==> src/rtl/cpu_defs_pkg.sv <==
// Shared CPU definitions: fetch states, jump-select codes, decoder opcodes
// and a sign-extension helper.
package cpu_defs_pkg;

  typedef enum logic [1:0] {
    FS_RUN     = 2'd0,
    FS_WAIT_IN = 2'd1,
    FS_HALT    = 2'd2
  } fetch_state_e;

  localparam logic [1:0] JMP_SEQ = 2'b00;
  localparam logic [1:0] JMP_ABS = 2'b01;
  localparam logic [1:0] JMP_REG = 2'b10;

  localparam int unsigned OPCODE_WIDTH = 6;
  localparam logic [OPCODE_WIDTH-1:0] OP_RTYPE = 6'h00;
  localparam logic [OPCODE_WIDTH-1:0] OP_J     = 6'h02;
  localparam logic [OPCODE_WIDTH-1:0] OP_JAL   = 6'h03;
  localparam logic [OPCODE_WIDTH-1:0] OP_BEQ   = 6'h04;
  localparam logic [OPCODE_WIDTH-1:0] OP_ADDI  = 6'h08;
  localparam logic [OPCODE_WIDTH-1:0] OP_LW    = 6'h23;
  localparam logic [OPCODE_WIDTH-1:0] OP_SW    = 6'h2B;
  localparam logic [OPCODE_WIDTH-1:0] OP_INPUT = 6'h3E;
  localparam logic [OPCODE_WIDTH-1:0] OP_HALT  = 6'h3F;

  function automatic logic [31:0] sext16(input logic [15:0] v);
    return {{16{v[15]}}, v};
  endfunction

endpackage

==> src/rtl/next_pc_mux.sv <==
// Combinational next-PC selection: absolute jump, register jump, taken
// branch or sequential, all modulo 2^PC_WIDTH.
module next_pc_mux
  import cpu_defs_pkg::*;
#(
  parameter int unsigned PC_WIDTH = 10
) (
  input  logic [PC_WIDTH-1:0] pc,
  input  logic [1:0]          jump,
  input  logic                branch,
  input  logic                alu_zero,
  input  logic [PC_WIDTH-1:0] jump_target,
  input  logic [PC_WIDTH-1:0] reg_target,
  input  logic [15:0]         branch_offset,
  output logic [PC_WIDTH-1:0] next_pc,
  output logic [PC_WIDTH-1:0] pc_plus_one
);

  logic [PC_WIDTH-1:0] offset_ext;

  assign pc_plus_one = pc + PC_WIDTH'(1);
  assign offset_ext  = PC_WIDTH'(sext16(branch_offset));

  // Jump codes take priority over branch; code 11 falls through as sequential.
  always_comb begin
    next_pc = pc_plus_one;
    if (jump == JMP_ABS) begin
      next_pc = jump_target;
    end else if (jump == JMP_REG) begin
      next_pc = reg_target;
    end else if (branch && alu_zero) begin
      next_pc = pc_plus_one + offset_ext;
    end
  end

endmodule

==> src/rtl/fetch_sequencer.sv <==
// Program counter and run-state machine (RUN / WAIT_IN / HALT).
// Optional FETCH_RETIRE_COUNT_EN adds a committed-instruction counter.
module fetch_sequencer
  import cpu_defs_pkg::*;
#(
  parameter int unsigned PC_WIDTH    = 10,
  parameter int unsigned INSTR_WIDTH = 32,
  parameter int unsigned RESET_PC    = 0
) (
  input  logic                   clock,
  input  logic                   reset,
  input  logic [INSTR_WIDTH-1:0] imem_data,
  output logic [PC_WIDTH-1:0]    pc,
  output logic [INSTR_WIDTH-1:0] instruction,
  input  logic [1:0]             jump,
  input  logic                   branch,
  input  logic                   alu_zero,
  input  logic [25:0]            jump_target,
  input  logic [31:0]            reg_target,
  input  logic [15:0]            branch_offset,
  input  logic                   halt,
  input  logic                   input_flag,
  input  logic                   input_confirm,
  output logic                   stall,
  output logic                   halted,
`ifdef FETCH_RETIRE_COUNT_EN
  output logic [31:0]            retired_count,
`endif
  output logic [PC_WIDTH-1:0]    pc_plus_one
);

  fetch_state_e        state_q, state_d;
  logic [PC_WIDTH-1:0] pc_q, pc_d;
  logic                confirm_q, confirm_d;
  logic                confirm_edge;
  logic                advance;
  logic [PC_WIDTH-1:0] next_pc;

  assign confirm_edge = input_confirm & ~confirm_q;
  assign confirm_d    = input_confirm;
  assign pc           = pc_q;
  assign instruction  = imem_data;

  next_pc_mux #(.PC_WIDTH(PC_WIDTH)) u_next_pc_mux (
    .pc            (pc_q),
    .jump          (jump),
    .branch        (branch),
    .alu_zero      (alu_zero),
    .jump_target   (PC_WIDTH'(jump_target)),
    .reg_target    (PC_WIDTH'(reg_target)),
    .branch_offset (branch_offset),
    .next_pc       (next_pc),
    .pc_plus_one   (pc_plus_one)
  );

  always_comb begin
    state_d = state_q;
    pc_d    = pc_q;
    stall   = 1'b0;
    halted  = 1'b0;
    advance = 1'b0;
    case (state_q)
      FS_RUN: begin
        if (halt) begin
          stall   = 1'b1;
          state_d = FS_HALT;
        end else if (input_flag && !confirm_edge) begin
          stall   = 1'b1;
          state_d = FS_WAIT_IN;
        end else begin
          advance = 1'b1;
        end
      end
      FS_WAIT_IN: begin
        // Only a fresh press commits; a level held from before entry does not.
        if (confirm_edge) begin
          advance = 1'b1;
          state_d = FS_RUN;
        end else begin
          stall = 1'b1;
        end
      end
      FS_HALT: begin
        halted = 1'b1;
        stall  = 1'b1;
      end
      default: state_d = FS_RUN;
    endcase
    if (advance) pc_d = next_pc;
  end

  always_ff @(posedge clock) begin
    if (reset) begin
      state_q   <= FS_RUN;
      pc_q      <= PC_WIDTH'(RESET_PC);
      confirm_q <= 1'b0;
    end else begin
      state_q   <= state_d;
      pc_q      <= pc_d;
      confirm_q <= confirm_d;
    end
  end

`ifdef FETCH_RETIRE_COUNT_EN
  logic [31:0] retired_count_q, retired_count_d;

  always_comb begin
    retired_count_d = retired_count_q;
    if (!stall && state_q != FS_HALT) retired_count_d = retired_count_q + 32'd1;
  end

  always_ff @(posedge clock) begin
    if (reset) retired_count_q <= 32'd0;
    else       retired_count_q <= retired_count_d;
  end

  assign retired_count = retired_count_q;
`endif

endmodule

==> config.mk <==
export PLATFORM = sky130hd
export DESIGN_NAME = fetch_sequencer
export DESIGN_NICKNAME = d
export VERILOG_FILES = /design/src/rtl/cpu_defs_pkg.sv /design/src/rtl/next_pc_mux.sv /design/src/rtl/fetch_sequencer.sv
export SDC_FILE = /design/constraint.sdc
export NUM_CORES = 1
export LEC_CHECK = 0
export CORE_ASPECT_RATIO = 0.6
export CORE_MARGIN = 1
export CORE_UTILIZATION = 28
export CTS_CLUSTER_SIZE = 10
export DETAILED_ROUTE_END_ITERATION = 16
export GPL_TIMING_DRIVEN = 0
export PLACE_DENSITY = 0.78
export SETUP_SLACK_MARGIN = 0.15
export SYNTH_ARGS = -nofsm -noshare
export SYNTH_HDL_FRONTEND = slang
export SYNTH_HIERARCHICAL = 1
export SYNTH_SLANG_ARGS = --single-unit
==> constraint.sdc <==
create_clock -name clock -period 2.93 [get_ports clock]
set_input_delay 0.4395 -clock clock [delete_from_list [all_inputs] [get_ports clock]]
set_output_delay 0.4395 -clock clock [all_outputs]
set_load 0.05 [all_outputs]
Yosys cells after proc, flatten, opt, wreduce, memory -nomap -nowiden
Cells that the tools add are included.
- $add $sub $neg: 2
- multiply operators: 0
- divide/modulo/power cells: 0
- order comparisons: 0
- eq/ne operators: 6
- shift operators: 0
- mux-type cells: 16
- bitwise operators: 3
- reductions and logical operators: 5
- operators with widths (kind ; count):
    10-bit 2-to-1 mux ; 3
    10-bit by 1-bit adder with 10-bit output (second input constant) ; 1
    10-bit adder ; 1
    1-bit 2-to-1 mux ; 7
    2-bit 2-to-1 mux ; 3
    2-bit case mux with 3 select lines ; 1
    2-bit by 1-bit == test with 1-bit output (second input constant) ; 2
    2-bit == test (second input constant) ; 2
    3-bit != test (second input constant) ; 1
    1-bit case mux with 3 select lines ; 1
    3-bit AND reduction ; 1
    1-bit logical AND ; 2
    2-bit logical NOT ; 1
    2-bit != test (second input constant) ; 1
    1-bit NOT ; 2
    1-bit case mux with 2 select lines ; 1
    1-bit AND ; 1
    1-bit logical NOT ; 1
- register bits: 13
- latch bits: 0
- bits in writable memories: 0
- bits in read-only memories: 0
- input bits: 115
- output and inout bits: 54
- word-level logic and storage cells: 35
- memories kept: 0

Logic depth before layout (Yosys ltp)
Gate-level depths: netlist of run 1.
- depth in word-level cells: 7
- mapped depth: 13
- gate-level depth less buffers: 13

Modules after synthesis
Netlist of run 1, hierarchy kept.
- modules (own cells, without submodules) (module ; times used ; cells an instance ; area each (um2) ; sequential area each (um2)):
    next_pc_mux ; 1 ; 140 ; 987.2 ; 0.0
    fetch_sequencer ; 1 ; 92 ; 825.8 ; 260.2

Worst setup path after synthesis of run 1
Ideal clock, no wire load.
- path type: flip-flop to flip-flop
- start point: register pc_q[0], in the netlist pc[0]
- end point: register pc_q[9], in the netlist pc[9]
- setup time: 0.072 ns
- arrival: 3.954 ns
- data required time: 2.858 ns
- slack: -1.096 ns
- stages on the path, launching flop included: 13
- path buffers: 0
- period minus slack after synthesis: 4.026 ns
- path through: dfxtp_1 > ha_1 > nand2_1 > xnor2_1 > ha_1 > a211o_1 > a21o_1 > a221o_1 > a211oi_2 > xnor2_1 > a221oi_2 > nand2b_1 > mux2i_1
- word-level cells in the longest chain between the ends: 5
- ends and longest elaborated chain (what ; line ; RTL):
    start: declaration ; fetch_sequencer.sv:33 ; logic [PC_WIDTH-1:0] pc_q, pc_d;
    start signal: assignment ; fetch_sequencer.sv:95 ; pc_q <= PC_WIDTH'(RESET_PC);
    start signal: assignment ; fetch_sequencer.sv:99 ; pc_q <= pc_d;
    10-bit by 1-bit adder with 10-bit output ; next_pc_mux.sv:21 ; assign pc_plus_one = pc + PC_WIDTH'(1);
    net pc_plus_one[6] ; fetch_sequencer.sv:29 ; output logic [PC_WIDTH-1:0] pc_plus_one
    10-bit adder ; next_pc_mux.sv:32 ; next_pc = pc_plus_one + offset_ext;
    10-bit 2-to-1 mux ; next_pc_mux.sv:31 ; end else if (branch && alu_zero) begin
    10-bit 2-to-1 mux ; next_pc_mux.sv:29 ; end else if (jump == JMP_REG) begin
    10-bit 2-to-1 mux ; next_pc_mux.sv:27 ; if (jump == JMP_ABS) begin
    net next_pc[9] ; fetch_sequencer.sv:37 ; logic [PC_WIDTH-1:0] next_pc;
The timed path passes the listed nets, and every way through them passes these cells.
A chain may end at the register's enable or synchronous reset.

Worst setup path after layout of run 1
- start point: register pc_q[2], in the netlist pc[2]
- end point: register pc_q[9], in the netlist pc[9]
- word-level cells in the longest chain between the ends: 5
- ends and longest elaborated chain (what ; line):
    10-bit by 1-bit adder with 10-bit output (*) ; next_pc_mux.sv:21
    10-bit adder ; next_pc_mux.sv:32
    10-bit 2-to-1 mux (*) ; next_pc_mux.sv:31
    10-bit 2-to-1 mux (*) ; next_pc_mux.sv:29
    10-bit 2-to-1 mux (*) ; next_pc_mux.sv:27
    net next_pc[9] ; fetch_sequencer.sv:37
Mark *: on every way through the listed nets, which the timed path passes. The rest lies on a longest branch.

==> results of run 1 <==
## metrics by stage
stage | cells | setup TNS [ns] | setup slack [ns] | total power [mW] | instance area [um^2]
after global routing | 424 | 0 | 0.02440 | 1.080 | 3149
after detailed placement | 406 | -0.02291 | -0.02291 | 0.8226 | 2948
after floorplan | 232 | -0.1265 | -0.1265 | 0.6284 | 1942
after global placement | 406 | 0 | 0.03977 | 0.8140 | 2948
final | 424 | 0 | 0.1847 | 1.020 | 3149
after CTS | 422 | 0 | 0.1246 | 1.012 | 3110
## critical path: stages, from the launching register on
cell	delay [ns]
dfxtp_4	0.35
and4_4	0.23
nand4_1	0.22
xnor2_4	0.23
ha_4	0.19
a211o_1	0.29
a21o_1	0.16
a221o_1	0.29
a211oi_2	0.20
xnor2_1	0.10
a221oi_2	0.21
nand2b_1	0.08
mux2i_1	0.12
## power by group
group	internal, mW	total [mW]	switching, mW
sequential	0.190	0.211	0.0211
combinational	0.292	0.649	0.357
clock	0.0961	0.161	0.0646
total	0.578	1.02	0.442
## worst paths after layout
| check | from | end | slack [ns] | cells past startpoint |
|---|---|---|---|---|
| max | pc[2] | pc[9] | 0.18 | 12 |
| max reg2reg | pc[2] | pc[9] | 0.18 | 12 |
| min | state_q[0] | state_q[0] | 0.54 | 2 |
| min reg2reg | state_q[0] | state_q[0] | 0.54 | 2 |
## per-layer routing
metal  GRT usage [%]  vias up  part of all wire [%]
met1           25.53      926                    49
met2           25.74       86                    43
li1                -     1015                     -
met3           3.061        4                   7.5
met4           2.431        0                  0.54
met5               0        -                     0
## Yosys cell counts, types with 3 or more instances
master and number:
a21oi_1 8, clkbuf_1 7, o21ai_1 3, nand2_1 8, xnor2_1 10, nor2_1 14, o211ai_1 3, dfxtp_1 13
inv_1 9, a211oi_1 3, o22ai_1 4, nor2b_1 3, a21o_1 6, a31oi_1 5, nand2b_1 25, nand3_1 4
o21ai_0 11, ha_1 10, mux2i_1 15, buf_4 32, xor2_1 3
## kinds of logic after synthesis
family,count (synthesis)
multiplexers,16
XOR/XNOR,14
AND/OR/NAND/NOR,67
buffers and inverters,50
adder cells (fa/ha/maj),11
flip-flops,13
AO/OA/AOI/OAI,61
## layout make-up
cell class                      count  area (um^2)  area share [%]
Timing Repair Buffer              104         1006           31.94
Buffer                             41        281.5           8.939
Multi-Input combinational cell    169         1393           44.22
Inverter                            9        33.78           1.073
Tap cell                           84        105.1           3.337
Clock buffer                        4        45.04           1.430
Sequential cell                    13        285.3           9.058
## registers in the layout (all words and copies together) (netlist names)
register	flops
pc	10
confirm_q	1
state_q	2
## repair_timing
action / CTS / global route
pin swaps: 6 / 2
gates resized for setup: 7 / 6
setup endpoints to repair: 3 / 4
setup buffers: 12 / 2
==> results.yml, run 1 <==
floorplanning:
  dieArea_um2: 6811
  initial_core_util_pct: 29.27
  top_level_ports: 169
  die-height_um: 64.33
  core_um2: 6193
  die_x_um: 105.9
  rows: 22
synth:
  synth_top_family_by_area: "compound AO/OA/AOI/OAI gates"
  yosysSeqAreaShare_pct: 14.35
  ys_warn_count: 6
  synth-compound-area-share_pct: 23.53
  synthTopCellsByArea: "dfxtp_1 (14%), buf_4 (13%), nand2b_1 (8.6%), mux2i_1 (8.3%), ha_1 (6.9%)"
  yosysTopAreaCell: "dfxtp_1"
  synthSimpleGateAreaFrac_pct: 20.01
  syn_nets: 358
  synth_mux_area_share_pct: 8.903
  yosysTopAreaCellShare_pct: 14.35
  syn_area_per_cell_um2: 7.815
  ys_ff_latch: 13
  async_reset_ff_share_pct: 0
  synth_flop_cell: "dfxtp_1"
  synth-xor-area-share_pct: 7.798
  synth_edf_count: 0
  synthAdderAreaFrac_pct: 8.006
  syn_area_um2: 1813
  synthCells: 232
  synth.distinct_cells: 49
final_layout:
  drive_above_1_share_pct: 25.00
  fillers: 602
  mostFrequentLayoutCells: "clkdlybuf4s50_1 (90), buf_4 (46), nand2b_1 (25)"
  layout_commonest_cell: "clkdlybuf4s50_1"
  num_antenna_cells: 0
  final_util_pct: 50.85
  area_growth_syn_to_layout_pct: 73.71
  nets: 467
setup_path:
  endpoint_kind: "flip-flop"
  arrival_ns: 2.92
  crit_fanout: 4
  cp.required_ns: 3.10
  critical_path_class: "reg2reg"
  start_kind: "flip-flop"
route:
  vias: 2031
  routed_wirelength_um: 5896
  drt_iter0_markers: 101
  dr.pass1.iters: 4
  post_drt_wl_per_cell_um: 13.91
  ant_nets: 0
  viasPerCell: 4.790
  drc: 0
power_and_ir_drop:
  ir_drop_v: 0.0001548
  p_leak_nw: 1.317
  powerDensity_nw_per_um2: 324.0
sta:
  slew_headroom_pct: 62.27
  fmax_mhz: 364.3
  setup_viol: 0
  hold_violations: 0
  drv_slew: 0
  holdWs_ns: 0.5391
  tightest_slew_ns: 0.5659
  rsz0062_at_grt: "yes"
  fin_skew_ns: 0.001565
  timing.final.crit_share_pct: 93.70
  period_needed_ns: 2.745
worst_hold_path:
  hp-class: "reg2reg"
cts:
  clkSlewWorstSetupHoldPaths_ns: 0.06
  cts.path.max_buffers: 2
  cts.htree.levels: 1
  cts_buffers: 3
  cts_hold_buf: 0
  cts_num_sinks: 13
  root_buffer: "clkbuf_8"
  cts_tree: "done"
  insertion_delay_ns: 0.24
grt:
  grt_max_degree: 11
  antenna_found_initial: 0
  grt_pass1_vias: 1862
  grt_pass1_wl_um: 9204
  grt_usage_pct: 17.12
  grt-ovfl-total: 0
placement:
  gp_congestion: 0.8306
  numPortBuffers: 90
  dp_hpwl_um: 4823
flow_run:
  maxCapViolations: 0
run_status:
  status: "finished clean"
Note: power is estimated with default switching activity, not from simulation.
==> run 2, diff against run 1 <==
CORE_MARGIN = unset   (was 1)
HOLD_SLACK_MARGIN = 0.12   (was unset)
MAX_ROUTING_LAYER = met4   (was unset)
==> run 2 against run 1 <==
Against the previous run: via count fell by 0.20%; clock skew grew 0.00081 ns; design area shrank 0.72%; final cell count is 0.47% lower; core utilization fell by 0.36 points; global-route usage increased by 0.23 points; fmax fell by 0.87%; die area unchanged; largest cell class unchanged.
==> results.yml, run 2 (synthesized netlist as in run 1, its figures left out) <==
run_status:
  status: "finished clean"
worst_hold_path:
  hp-class: "reg2reg"
  holdPathStages: 2
cts:
  cts_tree: "done"
  root_buffer: "clkbuf_8"
  cts.path.max_buffers: 2
  cts_hold_buf: 0
  insertion_delay_ns: 0.24
  cts_num_sinks: 13
  cts_buffers: 3
  clkSlewWorstSetupHoldPaths_ns: 0.06
  cts.htree.levels: 1
final_layout:
  area_growth_syn_to_layout_pct: 72.46
  nets: 465
  num_antenna_cells: 0
  layout_commonest_cell: "clkdlybuf4s50_1"
  drive_above_1_share_pct: 23.96
  mostFrequentLayoutCells: "clkdlybuf4s50_1 (89), buf_4 (44), nand2b_1 (25)"
  final_util_pct: 50.48
  largest_reg_flops: 10
grt:
  antenna_found_initial: 0
  grt_max_degree: 11
  grt_usage_pct: 17.35
  grt_pass1_vias: 1861
  grt-ovfl-total: 0
  grt_pass1_wl_um: 9211
setup_path:
  reg2regPathDepth: 12
  path_depth: 12
  start_kind: "flip-flop"
  slowest_stage: "dfxtp_4"
  arrival_ns: 2.94
  critical_path.max_stage_delay_ns: 0.34
  cp.required_ns: 3.10
  path_buf_inv: 0
  crit_fanout: 5
  cp_top_family: "compound AO/OA/AOI/OAI gates"
  endpoint_kind: "flip-flop"
  cp_cell_sequence: "and4_4 > nand4_1 > xnor2_4 > ha_4 > a211o_1 > a21o_1 > a221o_1 > a211oi_2 > xnor2_1 > a221oi_2 > nand2b_1 > mux2i_1"
  critical_path_class: "reg2reg"
power_and_ir_drop:
  power.switching_mw: 0.4396
  powerDensity_nw_per_um2: 324.8
  p_clk_share_pct: 15.6
  p_sw_share_pct: 43.29
  comb_power_share_pct: 63.7
  p_seq_share_pct: 20.7
  p_leak_nw: 1.324
  p_int_mw: 0.5759
  ir_drop_v: 0.0001677
floorplanning:
  core_um2: 6193
  initial_core_util_pct: 29.27
  dieArea_um2: 6811
  die-height_um: 64.33
  top_level_ports: 169
  die_x_um: 105.9
  rows: 22
sta:
  setup_tns_ns: 0
  period_needed_ns: 2.769
  drv_slew: 0
  slew_headroom_pct: 63.26
  fin_skew_ns: 0.002374
  hold_violations: 0
  setup_viol: 0
  timing.final.crit_share_pct: 94.52
  fmax_mhz: 361.1
  rsz0062_at_grt: "yes"
  tightest_slew_ns: 0.5494
flow_run:
  maxCapViolations: 0
route:
  ant_nets: 0
  viasPerCell: 4.803
  drc: 0
  post_drt_wl_per_cell_um: 13.93
  drt_iter0_markers: 88
  routed_wirelength_um: 5880
  dr.pass1.iters: 4
  vias: 2027
placement:
  dp_hpwl_um: 4868
  gp_congestion: 0.8368
  numPortBuffers: 90
run 2: path summary, 6_finish.rpt:
kind,startpoint,to,slack [ns]
min reg2reg,state_q[0],state_q[0],0.53
max reg2reg,pc[5],pc[9],0.16
max,pc[5],pc[9],0.16
min,state_q[0],state_q[0],0.53
run 2: layout make-up:
class                           count  area (um^2)
Fill cell                         577         3067
Multi-Input combinational cell    169         1383
Timing Repair Buffer              102        993.5
Sequential cell                    13        285.3
Buffer                             41        281.5
Tap cell                           84        105.1
Clock buffer                        4        45.04
Inverter                            9        33.78
run 2: worst register-to-register path: stages, from the launching register on:
cell and delay [ns]:
dfxtp_4 0.34, and4_4 0.24, nand4_1 0.22, xnor2_4 0.21, ha_4 0.19, a211o_1 0.30
a21o_1 0.17, a221o_1 0.30, a211oi_2 0.21, xnor2_1 0.11, a221oi_2 0.22, nand2b_1 0.09
mux2i_1 0.13
run 2: timing repair:
action,CTS,global route
pin swaps,6,2
endpoints found under the setup margin,3,6
hold endpoints to repair,0,0
gates resized for setup,4,7
setup buffers,11,1
run 2: power groups by stage:
stage          sequential [mW]  combinational, mW  clock [mW]
6_report                 0.210              0.647       0.158
5_1_grt                  0.213              0.687       0.177
4_1_cts                  0.209              0.631       0.165
3_5_place_dp             0.217              0.605           0
3_3_place_gp             0.217              0.598           0
2_1_floorplan            0.249              0.379           0
run 2: stage by stage:
stage / worst slack, ns / hold WS (ns) / power (mW) / cells / area, um^2
final: 0.1606 / 0.5257 / 1.016 / 422 / 3127
after floorplan: -0.1265 / 0.4784 / 0.6284 / 232 / 1942
after global routing: -0.05744 / 0.5783 / 1.077 / 422 / 3127
after global placement: 0.03364 / 0.5032 / 0.8147 / 406 / 2948
after detailed placement: -0.01443 / 0.5145 / 0.8225 / 406 / 2948
after CTS: 0.08387 / 0.5227 / 1.005 / 421 / 3088
run 2: layer usage:
metal  routed length, um  track usage, %
met3                 441           3.469
met2                2528           25.08
met5                   0               -
met1                2910           25.70
met4                   0          0.6944
==> run 3, diff against run 2 <==
GPL_TIMING_DRIVEN = unset   (was 0)
==> run 3 against run 2 <==
Against the previous run: critical path depth stayed put; highest routed layer is now met4; core utilization is 8.3 points lower; flip-flop and latch count stayed put; clock skew is 0.0027 ns higher; die area stayed put; routed wire length is 12% lower; hold slack better by 0.010 ns; power is 15% lower; register-to-register slack worse by 0.05 ns; non-clock buffer count is 61 lower; first-iteration DRC count is 18% higher.
==> results.yml, run 3 (synthesized netlist as in run 1, its figures left out) <==
run_status:
  status: "finished clean"
final_layout:
  largest_reg_flops: 10
  fillers: 612
  area_growth_syn_to_layout_pct: 44.10
  num_antenna_cells: 0
  drive_above_1_share_pct: 21.30
  nets: 404
  layout_commonest_cell: "clkdlybuf4s50_1"
  design_area_um2: 2613
  mostFrequentLayoutCells: "clkdlybuf4s50_1 (58), nand2b_1 (25), buf_4 (22)"
sta:
  rsz0062_at_grt: "yes"
  setup_tns_ns: 0
  fin_skew_ns: 0.005073
  slew_headroom_pct: 60.48
  hold_violations: 0
  drv_slew: 0
  timing.final.crit_share_pct: 96.22
  setup_viol: 0
  fmax_mhz: 354.7
  period_needed_ns: 2.819
  tightest_slew_ns: 0.5910
setup_path:
  endpoint_kind: "flip-flop"
  cp_top_family: "compound AO/OA/AOI/OAI gates"
  cp.required_ns: 3.10
  reg2regPathDepth: 12
  cp_cell_sequence: "and4_4 > nand4_1 > xnor2_4 > ha_4 > o21a_4 > a21o_1 > a221o_1 > a211oi_2 > xnor2_1 > a221oi_2 > nand2b_1 > mux2i_1"
  crit_fanout: 3
  slowest_stage: "dfxtp_4"
  path_buf_inv: 0
  start_kind: "flip-flop"
  arrival_ns: 2.99
  critical_path.max_stage_delay_ns: 0.34
  path_depth: 12
  ff2ff_setup_slack_ns: 0.11
  critical_path_class: "reg2reg"
route:
  drc: 0
  routed_wirelength_um: 5196
  drt_iter0_markers: 104
  dr.pass1.iters: 5
  ant_nets: 0
  post_drt_wl_per_cell_um: 14.39
  vias: 1740
  viasPerCell: 4.820
placement:
  numPortBuffers: 60
  place_area_um2: 2494
  gp_congestion: 0.8882
  dp_hpwl_um: 4341
cts:
  cts.htree.levels: 1
  cts_buffers: 3
  clkSlewWorstSetupHoldPaths_ns: 0.06
  cts.path.max_buffers: 2
  root_buffer: "clkbuf_8"
  cts_hold_buf: 0
  cts_tree: "done"
  cts_num_sinks: 13
  insertion_delay_ns: 0.24
floorplanning:
  top_level_ports: 169
  rows: 22
  core_um2: 6193
  die-height_um: 64.33
  initial_core_util_pct: 29.27
  dieArea_um2: 6811
  die_x_um: 105.9
power_and_ir_drop:
  comb_power_share_pct: 57.7
  powerDensity_nw_per_um2: 329.9
  p_seq_share_pct: 23.7
  p_sw_share_pct: 39.58
  ir_drop_v: 0.0001324
  p_leak_nw: 1.090
  p_int_mw: 0.5206
  p_clk_share_pct: 18.6
  power.switching_mw: 0.3411
grt:
  grt_max_degree: 24
  grt-ovfl-total: 0
  antenna_found_initial: 0
  grt_pass1_wl_um: 8217
  grt_pass1_vias: 1671
  grt_usage_pct: 15.79
worst_hold_path:
  holdPathStages: 2
  hp-class: "reg2reg"
flow_run:
  maxCapViolations: 0
==> run 3: cell types whose count changed in the layout (fill, tap and decap cells not counted), sizes merged <==
cell,change
dlygate4sd2,+1
clkdlybuf4s50,-31
clkbuf,-7
buf,-24
==> run 3: final timing paths <==
| check | from | end |
|---|---|---|
| worst max-delay path | pc[5] | pc[9] |
| worst min register to register | state_q[0] | state_q[0] |
| worst max register to register | pc[5] | pc[9] |
| worst min-delay path | state_q[0] | state_q[0] |
==> run 3: timing repair <==
item                       4_1_cts  5_1_grt
pin swaps                       10        7
setup endpoints to repair        3        3
gates resized for setup          7        5
buffers inserted                 5        0
==> run 3: cell type report <==
cell class	count	area (um^2)	area share [%]
clock buffer	4	45.04	1.724
inverter	9	33.78	1.293
multi-input combinational	169	1376	52.68
tap	84	105.1	4.023
timing repair buffer	82	767.0	29.36
sequential	13	285.3	10.92
==> run 3: worst min-delay path, stage by stage (launching register included) <==
cell,delay (ns)
dfxtp_1,0.32
inv_1,0.10
a21oi_1,0.08
==> run 3: power by group through the flow <==
stage	sequential, mW	combinational (mW)	clock (mW)
5_1_grt	0.206	0.533	0.179
4_1_cts	0.204	0.494	0.168
2_1_floorplan	0.249	0.379	0
6_report	0.204	0.498	0.160
3_5_place_dp	0.210	0.479	0
3_3_place_gp	0.209	0.471	0
==> run 3: metrics by stage <==
stage / hold WS [ns] / util [%] / instances / power, mW / setup WS [ns]
after global placement: 0.4954 / 40.26 / 352 / 0.6795 / 0.07087
final: 0.5356 / 42.18 / 361 / 0.8617 / 0.1107
after global routing: 0.5636 / 42.18 / 361 / 0.9179 / -0.08956
after floorplan: 0.4784 / - / 232 / 0.6284 / -0.1265
after detailed placement: 0.5114 / 40.26 / 352 / 0.6890 / 0.009792
after CTS: 0.5292 / 41.88 / 361 / 0.8661 / 0.03084
==> run 3: metal layers <==
metal  up-vias  track usage [%]  routed length [um]
li1        881                -                   -
met1       789            22.78                2673
met2        68            21.65                2164
met3         2            5.102                 343
met4         0            1.563                  14
met5         -                -                   0
